`src/rtl/posit_mult_arbiter.sv`:
```
// Shares one posit<16,1> multiplier between N_REQ stream requesters.
// Round-robin arbitration, grant locked for a whole window (until eow),
// with an in-order tag FIFO that routes each result back to its issuer.
module posit_mult_arbiter #(
    parameter int N_REQ     = 4,
    parameter int TAG_DEPTH = 4
) (
    input  logic                          clk,
    input  logic                          rst_n,
    input  logic [N_REQ-1:0]              req_rts_i,
    output logic [N_REQ-1:0]              req_rtr_o,
    input  logic [N_REQ-1:0]              req_sow_i,
    input  logic [N_REQ-1:0]              req_eow_i,
    input  logic [N_REQ*21-1:0]           req_op1_i,
    input  logic [N_REQ*21-1:0]           req_op2_i,
    output logic                          mul_rts_o,
    input  logic                          mul_rtr_i,
    output logic                          mul_sow_o,
    output logic                          mul_eow_o,
    output logic [20:0]                   mul_op1_o,
    output logic [20:0]                   mul_op2_o,
    input  logic                          mul_rts_i,
    output logic                          mul_rtr_o,
    input  logic                          mul_sow_i,
    input  logic                          mul_eow_i,
    input  logic [35:0]                   mul_res_i,
    output logic [N_REQ-1:0]              res_rts_o,
    input  logic [N_REQ-1:0]              res_rtr_i,
    output logic                          res_sow_o,
    output logic                          res_eow_o,
    output logic [35:0]                   res_o,
    output logic [$clog2(TAG_DEPTH):0]    inflight_o,
    output logic                          err_o
);

    localparam int TW = (N_REQ > 1) ? $clog2(N_REQ) : 1;
    localparam int PW = $clog2(TAG_DEPTH);
    localparam int CW = PW + 1;

    typedef enum logic {IDLE, BUSY} state_e;

    state_e        state_q, state_d;
    logic [TW-1:0] grant_q, grant_d;
    logic [TW-1:0] rr_ptr_q, rr_ptr_d;
    logic [TW-1:0] tag_mem_q [TAG_DEPTH];
    logic [TW-1:0] tag_mem_d [TAG_DEPTH];
    logic [PW-1:0] wr_ptr_q, wr_ptr_d;
    logic [PW-1:0] rd_ptr_q, rd_ptr_d;
    logic [CW-1:0] count_q, count_d;
    logic          err_q, err_d;

    logic          found;
    logic [TW-1:0] winner;
    logic          full, empty;
    logic          issue, pop;
    logic [TW-1:0] tag;

    assign full  = (count_q == CW'(TAG_DEPTH));
    assign empty = (count_q == '0);
    assign tag   = tag_mem_q[rd_ptr_q];

    // Round-robin pick: first requesting index at or above rr_ptr, wrapping.
    always_comb begin
        found  = 1'b0;
        winner = '0;
        for (int i = 0; i < N_REQ; i++) begin
            if (!found && req_rts_i[(int'(rr_ptr_q) + i) % N_REQ]) begin
                found  = 1'b1;
                winner = TW'((int'(rr_ptr_q) + i) % N_REQ);
            end
        end
    end

    // Window FSM: IDLE spends one cycle arbitrating, BUSY forwards the
    // granted requester until its eow beat is accepted.
    always_comb begin
        state_d   = state_q;
        grant_d   = grant_q;
        rr_ptr_d  = rr_ptr_q;
        req_rtr_o = '0;
        mul_rts_o = 1'b0;
        mul_sow_o = 1'b0;
        mul_eow_o = 1'b0;
        mul_op1_o = '0;
        mul_op2_o = '0;
        issue     = 1'b0;
        case (state_q)
            IDLE: begin
                if (found) begin
                    grant_d  = winner;
                    rr_ptr_d = TW'((int'(winner) + 1) % N_REQ);
                    state_d  = BUSY;
                end
            end
            BUSY: begin
                // Stall while full even if a pop lands this cycle: keeps the
                // issue path free of any dependency on the return path.
                mul_rts_o          = req_rts_i[grant_q] & ~full;
                req_rtr_o[grant_q] = mul_rtr_i & ~full;
                mul_sow_o          = req_sow_i[grant_q];
                mul_eow_o          = req_eow_i[grant_q];
                mul_op1_o          = req_op1_i[int'(grant_q)*21 +: 21];
                mul_op2_o          = req_op2_i[int'(grant_q)*21 +: 21];
                issue              = mul_rts_o & mul_rtr_i;
                if (issue && req_eow_i[grant_q]) begin
                    state_d = IDLE;
                end
            end
            default: state_d = IDLE;
        endcase
    end

    // Return path: route by FIFO head; a result with no tag is drained and flagged.
    always_comb begin
        res_rts_o = '0;
        mul_rtr_o = 1'b0;
        pop       = 1'b0;
        err_d     = err_q;
        if (!empty) begin
            res_rts_o[tag] = mul_rts_i;
            mul_rtr_o      = res_rtr_i[tag];
            pop            = mul_rts_i & res_rtr_i[tag];
        end else begin
            mul_rtr_o = mul_rts_i;
            err_d     = err_q | mul_rts_i;
        end
    end

    assign res_o      = mul_res_i;
    assign res_sow_o  = mul_sow_i;
    assign res_eow_o  = mul_eow_i;
    assign inflight_o = count_q;
    assign err_o      = err_q;

    // Tag FIFO next-state: push the granted index on issue, pop on result transfer.
    always_comb begin
        tag_mem_d = tag_mem_q;
        if (issue) begin
            tag_mem_d[wr_ptr_q] = grant_q;
        end
        wr_ptr_d = wr_ptr_q + PW'(issue);
        rd_ptr_d = rd_ptr_q + PW'(pop);
        count_d  = count_q + CW'(issue) - CW'(pop);
    end

    // State registers; reset drops any open window and all outstanding tags.
    always_ff @(posedge clk or negedge rst_n) begin
        if (!rst_n) begin
            state_q  <= IDLE;
            grant_q  <= '0;
            rr_ptr_q <= '0;
            wr_ptr_q <= '0;
            rd_ptr_q <= '0;
            count_q  <= '0;
            err_q    <= 1'b0;
            for (int i = 0; i < TAG_DEPTH; i++) begin
                tag_mem_q[i] <= '0;
            end
        end else begin
            state_q   <= state_d;
            grant_q   <= grant_d;
            rr_ptr_q  <= rr_ptr_d;
            wr_ptr_q  <= wr_ptr_d;
            rd_ptr_q  <= rd_ptr_d;
            count_q   <= count_d;
            err_q     <= err_d;
            tag_mem_q <= tag_mem_d;
        end
    end

endmodule
```
`config.mk`:
```
export PLATFORM = sky130hd
export DESIGN_NAME = posit_mult_arbiter
export DESIGN_NICKNAME = d
export VERILOG_FILES = /design/src/rtl/posit_mult_arbiter.sv
export SDC_FILE = /design/constraint.sdc
export NUM_CORES = 1
export LEC_CHECK = 0
export BUFFER_PORTS_ARGS = -buffer_cell sky130_fd_sc_hd__buf_2
export CORE_AREA = 2 2 124 126
export CTS_CLUSTER_SIZE = 8
export DETAILED_ROUTE_END_ITERATION = 10
export DIE_AREA = 0 0 126 128
export PLACE_DENSITY = 0.51
export SYNTH_ARGS = -nofsm -noshare
export SYNTH_HDL_FRONTEND = slang
export SYNTH_SLANG_ARGS = --single-unit
```
`constraint.sdc`:
```
create_clock -name clk -period 7.6 [get_ports clk]
set_input_delay 0.38 -clock clk [delete_from_list [all_inputs] [get_ports clk]]
set_output_delay 0.38 -clock clk [all_outputs]
set_load 0.01 [all_outputs]
```
==> metrics.md, run 1 <==
| Metric | Value |
|---|---|
| Sequential cell area | 531 um^2 |
| Core area | 14900 um^2 |
| Critical path class | flop to flop |
| CTS Buffer Depth | 2 |
| Hold Path Class | input pin to async pin |
| Vias per cell | 4.49 |
| Fin. Hold Viols | 0 |
| Initial antenna violation count | 5 |
| PD cells | 340 nW/um^2 |
| First DRT Iteration DRCs | 68 |
| Post-synth top area share | 38.0% |
| Slowest cell on crit path | dfrtp_4 |
| Worst-path cell chain | mux4_2 > nand4_2 > xnor2_1 > ha_1 > inv_1 > fa_1 > xnor2_1 > xnor2_1 |
| Multi-input gate area | 1880 um^2 |
| Initial Util | 18.7% |
| Worst-Margin Slew | 930 ps |
| Layout cell share with drive strength beyond 1 | 70.5% |
| Async SR Flop Fraction | 100% |
| Post-Syn Area per Cell | 11.2 um^2 |
| Number of flops mapped to enable cells by yosys | 0 |
| TritonCTS clock tree | done |
| CTS resizes | 0 |
| Fmax | 0.336 GHz |
| Root Buffer | clkbuf_16 |
| Max Fanout on Critical Path | 52 |
| Syn nets | 477 |
| Post-synthesis mux area share | 44.0% |
| First-pass GRT wire length | 16.2 mm |
| Largest family of logic cells by synthesized area | multiplexers |
| CP arrival | 3150 ps |
| Maximum vdd drop | 223 uV |
| Setup_tns | 0 ps |
| Per-cell routed wire length | 17.4 um |
| Outcome | finished, final reports clean |
| Total Die Area | 16100 um^2 |
| Yosys warnings | 0 |
| Compound-gate portion of the synthesized area | 2.29% |
| Final critical-path share of the clock period | 39.2% |
| I/O pin count | 322 |
| Die X | 126 um |
| RSZ-0062 raised after global routing | false |
| FP Rows | 45 |
| Pins over their slew limit | 0 |
| Buffers & Inverters on Critical Path | 1 |
| Fraction of the mapped netlist area in simple logic gates | 17.4% |
| Cell Area, Synth | 2790 um^2 |
| Die height | 128 um |
| Max_slew headroom | 38.0% |
| DRC | 0 |
| Crit-path most repeated cell | xnor2_1 |
| Final weighted congestion in routability-driven placement | 0.951 |
| Fin nets | 674 |
| Worst path top cell family by delay | flip-flops |
| Number of fill cells | 1613 |
| R2R Setup Slk | 4620 ps |
| Yosys top cell by area | mux4_2 |
| Setup Skew | 0.730 ps |
| Yosys reg bits | 21 |
| Final wirelength | 11.0 mm |
| Global route overflow | 0 |
| H-tree levels | 1 |
| Synth Area in Adders | 1.62% |
| Layout area overhead | 43.5% |
| Fin crit period | 2980 ps |
| Clk sinks | 21 |
| Total power draw | 1.36 mW |
| CTS Buf Count | 3 |
| Startpoint Class | flop |
| Seq/Total Area, Yosys | 18.9% |
| Ys flop type | dfrtp_1 |
| Most common cell in the synthesized netlist | mux4_2 |
| Crit end category | flop |
| Synth cell count leaders | 47 x mux4_2, 44 x and2_1, 38 x buf_4 |
| Synth cell types | 32 |
| Worst endpoint required time | 7770 ps |
| Lkg Pwr | 1.91 nW |
| IO buf count | 245 |
| Max-cap viol count | 0 |
| Final setup vio count | 0 |
| Insertion delay to the later sink of the worst-skew pair | 250 ps |
| Synth area leaders | mux4_2 38%, dfrtp_1 19%, buf_4 10%, and2_1 9.9%, mux2_2 3.6% |
| Max incr delay on CP | 1020 ps |
| Xor and xnor area share after synthesis | 2.20% |
| Largest net degree at the start of global routing | 53 |
| Post-CTS Hold Buffers | 0 |
| GRT Resource Usage Total | 12.7% |
| Vias post-DR | 2844 |
| Post-CTS Setup Inserts | 0 |
| TritonRoute pass-1 iters | 4 |
| Vias in the first global route | 2943 |
| Synth Instances | 248 |
| Routed Antenna Nets | 0 |
| Reg clk slew, reported paths | 60 ps |
| Post-DP HPWL | 9.48 mm |
## registers in the layout (all words and copies together), names as in the netlist
register / count
inflight_o: 3
wr_ptr_q: 2
grant_q: 2
rd_ptr_q: 2
state_q: 1
rr_ptr_q: 2
tag_mem_q: 8
err_o: 1
## report_power, final
group / switching [mW] / internal (mW) / total [mW]
logic: 0.418 / 0.547 / 0.964
registers: 0.117 / 0.169 / 0.287
clock network: 0.0393 / 0.0706 / 0.110
total: 0.574 / 0.787 / 1.36
## through the flow
step | util (%) | instance area [um^2] | setup slack [ps] | instances | hold slack, ps
CTS | 26.9 | 3990 | 4520 | 632 | 101
floorplan | - | 2790 | 5000 | 248 | 84.4
finish | 26.9 | 4000 | 4620 | 634 | 78.4
global route | 26.9 | 4000 | 4390 | 634 | 114
detailed placement | 26.3 | 3910 | 4530 | 628 | 372
global placement | 26.3 | 3910 | 4640 | 628 | 366
## cells by family (layout without fill, tap and decap cells)
kind of cell             after synthesis  after routing
AND/OR/NAND/NOR                       83             83
multiplexers                          62             62
buffers and inverters                 62            258
flip-flops                            21             21
AO/OA/AOI/OAI                         10             10
XOR/XNOR                               7              7
adder cells (fa/ha/maj)                3              3
other                                  0              2
## cell type report
cell class | count | share of cell area (%)
flip-flops and latches | 21 | 13.3
clock inverters | 1 | 0.125
multi-input cells | 165 | 47.0
well taps | 188 | 5.88
clock buffers | 3 | 1.88
inverters | 7 | 0.657
repair buffers | 247 | 31.0
diodes | 2 | 0.125
## metal layers
metal / share of wire [%] / up-vias / track usage (%) / routed length (um)
met3: 8.1 / 14 / 2.50 / 893
met2: 51 / 160 / 22.1 / 5570
met4: 1.2 / 0 / 3.17 / 136
met5: 0 / - / 0 / 0
li1: - / 1269 / - / -
met1: 40 / 1401 / 16.1 / 4410
## final timing paths
| path | start | cells past startpoint | endpoint |
|---|---|---|---|
| max | grant_q[0]$_DFFE_PN0P_ | 8 | inflight_o[2]$_DFF_PN0_ |
| min | rst_n | 1 | err_o$_DFFE_PN0P_ |
| max reg2reg | grant_q[0]$_DFFE_PN0P_ | 8 | inflight_o[2]$_DFF_PN0_ |
| min reg2reg | err_o$_DFFE_PN0P_ | 1 | err_o$_DFFE_PN0P_ |
| max in group asynchronous | rst_n | 1 | grant_q[0]$_DFFE_PN0P_ |
| min in group clk | mul_rts_i | 3 | err_o$_DFFE_PN0P_ |
## placed cells by master (no fill, tap or decap), types with 6 or more instances in the layout
cell / n
inv_1: 7
nor2_1: 11
mux2_2: 9
nor3_1: 6
and2_1: 44
nand2_1: 7
mux4_2: 47
dfrtp_1: 19
buf_2: 245
(Power assumes the default switching activity.)
==> run 2, diff against run 1 <==
- PLACE_DENSITY: 0.51 -> 0.53
- clock period: 7.6 -> 2.6 ns (I/O delays scaled with it)
==> run 2 against run 1 <==
Compared with the run above:
- the run now ends with negative setup slack left
- non-clock buffer count is 7 higher
- global-route usage decreased by 0.29 points
- total power grew to 3.1 times the previous value
- routed wire length down 1.9%
- fmax up 13%
- utilization up 0.56 points
- largest cell class unchanged
==> metrics.md, run 2 (synthesis results as in run 1) <==
| Metric | Value |
|---|---|
| Die X | 126 um |
| CTS Buffer Depth | 2 |
| Maximum vdd drop | 892 uV |
| Top reg by flops | tag_mem_q |
| Placed Area | 3970 um^2 |
| Total Die Area | 16100 um^2 |
| Setup Skew | 1.15 ps |
| GRT Resource Usage Total | 12.4% |
| Per-cell routed wire length | 16.9 um |
| Commonest non-fill, non-tap cell in the layout | buf_2 |
| CP arrival | 2770 ps |
| RSZ-0062 raised after global routing | true |
| Max FFs per register | 8 |
| Max-cap viol count | 0 |
| Reg clk slew, reported paths | 60 ps |
| Max Fanout on Critical Path | 3 |
| Final critical-path share of the clock period | 101% |
| Clk sinks | 21 |
| Core area | 14900 um^2 |
| PD cells | 1020 nW/um^2 |
| Global route overflow | 0 |
| Hold EP | err_o$_DFFE_PN0P_ |
| Slowest cell on crit path | mux4_2 |
| FF-to-FF Start | rd_ptr_q[0]$_DFF_PN0_ |
| Violations in the final reports | negative setup slack |
| Layout cell share with drive strength beyond 1 | 72.1% |
| Max_slew headroom | 53.6% |
| CTS Buf Count | 3 |
| Lkg Pwr | 1.95 nW |
| Initial Util | 18.7% |
| Crit end category | flop |
| H-tree levels | 1 |
| DRC | 0 |
| Outcome | finished, violations left |
| Fin crit period | 2640 ps |
| Layout Cells excl Fill | 639 |
| TritonRoute pass-1 iters | 4 |
| Crit-path most repeated cell | xnor2_2 |
| FP Rows | 45 |
| Min-delay src | mul_rts_i |
| Most frequent cells in the layout | 245 x buf_2, 47 x mux4_2, 44 x and2_1 |
| TritonCTS clock tree | done |
| Worst-Margin Slew | 695 ps |
| Setup_tns | -35.5 ps |
| DP Cell Count | 633 |
| Insertion delay to the later sink of the worst-skew pair | 250 ps |
| Vias post-DR | 2835 |
| R2R Path End | inflight_o[2]$_DFF_PN0_ |
| Pins over their slew limit | 0 |
| Max incr delay on CP | 570 ps |
| Fin. Hold Viols | 0 |
| Layout area overhead | 46.4% |
| Worst endpoint required time | 2730 ps |
| Final wirelength | 10.8 mm |
| Fmax | 0.379 GHz |
| I/O pin count | 322 |
| Final setup vio count | 1 |
| R2R cell count | 10 |
| Vias per cell | 4.44 |
| Vias in the first global route | 3002 |
| Root Buffer | clkbuf_16 |
| Largest net degree at the start of global routing | 52 |
| Critical path class | flop to flop |
| IO buf count | 245 |
| N_diodes | 0 |
| Worst path top cell family by delay | multiplexers |
| Hold Path Class | input pin to flop |
| First-pass GRT wire length | 16.0 mm |
| R2R Setup Slk | -40 ps |
| Die height | 128 um |
| Hold path cells | 3 |
| Routed Antenna Nets | 0 |
| Worst-path cell chain | mux4_2 > mux2i_1 > mux2_4 > nor2b_4 > xnor2_2 > ha_2 > inv_2 > fa_2 > xnor2_2 > xnor2_1 |
| Final core utilization | 27.4% |
| Buffers & Inverters on Critical Path | 1 |
| Startpoint Class | flop |
| Finished layout cell area | 4080 um^2 |
| Fin nets | 681 |
| First DRT Iteration DRCs | 69 |
| Final weighted congestion in routability-driven placement | 0.914 |
| Post-DP HPWL | 9.12 mm |
| Setup WS post-layout | -35.5 ps |
| Initial antenna violation count | 0 |
| Total power draw | 4.15 mW |
-- run 2: cell types whose count changed in the layout (fill, tap and decap cells not counted), sizes merged --
| cell | before | now |
|---|---|---|
| buf | 247 | 253 |
| clkbuf | 3 | 4 |
| clkinv | 1 | 0 |
| diode | 2 | 0 |
| dlygate4sd3 | 0 | 1 |
-- run 2: final cells by class --
class,instances,area (um^2)
sequential,21,532
multi-input combinational,165,1900
fill,1601,10800
timing repair buffer,254,1310
tap,188,235
clock buffer,4,78.8
inverter,7,26.3
-- run 2: worst max-delay path by stage --
stage	from	end	slack [ps]	cells after the start
after detailed placement	rd_ptr_q[0]$_DFF_PN0_	inflight_o[2]$_DFF_PN0_	-120	10
final	rd_ptr_q[0]$_DFF_PN0_	inflight_o[2]$_DFF_PN0_	-40	10
after global routing	rd_ptr_q[0]$_DFF_PN0_	inflight_o[2]$_DFF_PN0_	-150	10
after floorplan	rd_ptr_q[0]$_DFF_PN0_	inflight_o[2]$_DFF_PN0_	10	10
after global placement	rd_ptr_q[0]$_DFF_PN0_	inflight_o[2]$_DFF_PN0_	-50	10
after CTS	rd_ptr_q[0]$_DFF_PN0_	inflight_o[2]$_DFF_PN0_	-40	10
-- run 2: metal layers --
metal	wire length (um)	part of all wire, %	GRT usage [%]
met5	0	0	0
met4	57	0.53	1.55
met3	995	9.2	2.96
met2	5570	52	23.0
met1	4180	39	14.9
-- run 2: power by group --
group	switching [mW]	leakage [nW]	internal [mW]	total, mW
combinational	1.45	1.67	1.72	3.17
clock	0.119	0.0382	0.209	0.328
sequential	0.155	0.246	0.500	0.655
-- run 2: per-stage QoR --
| step | hold WS [ps] | setup WS (ps) |
|---|---|---|
| final | 123 | -35.5 |
| after global routing | 135 | -149 |
| after CTS | 124 | -35.2 |
| after detailed placement | 126 | -120 |
| after global placement | 115 | -49.3 |
| after floorplan | -166 | 11.4 |
-- run 2: tightest hold or removal path: stages --
cell and delay, ps:
buf_2 90, nand2_1 50, nand2b_1 70
-- run 2: timing repair --
item	CTS	global route
buffers inserted	1	0
endpoints found under the setup margin	2	2
resized for setup	2	3
hold endpoints to repair	21	0
pin swaps	1	2
hold buffers	1	0
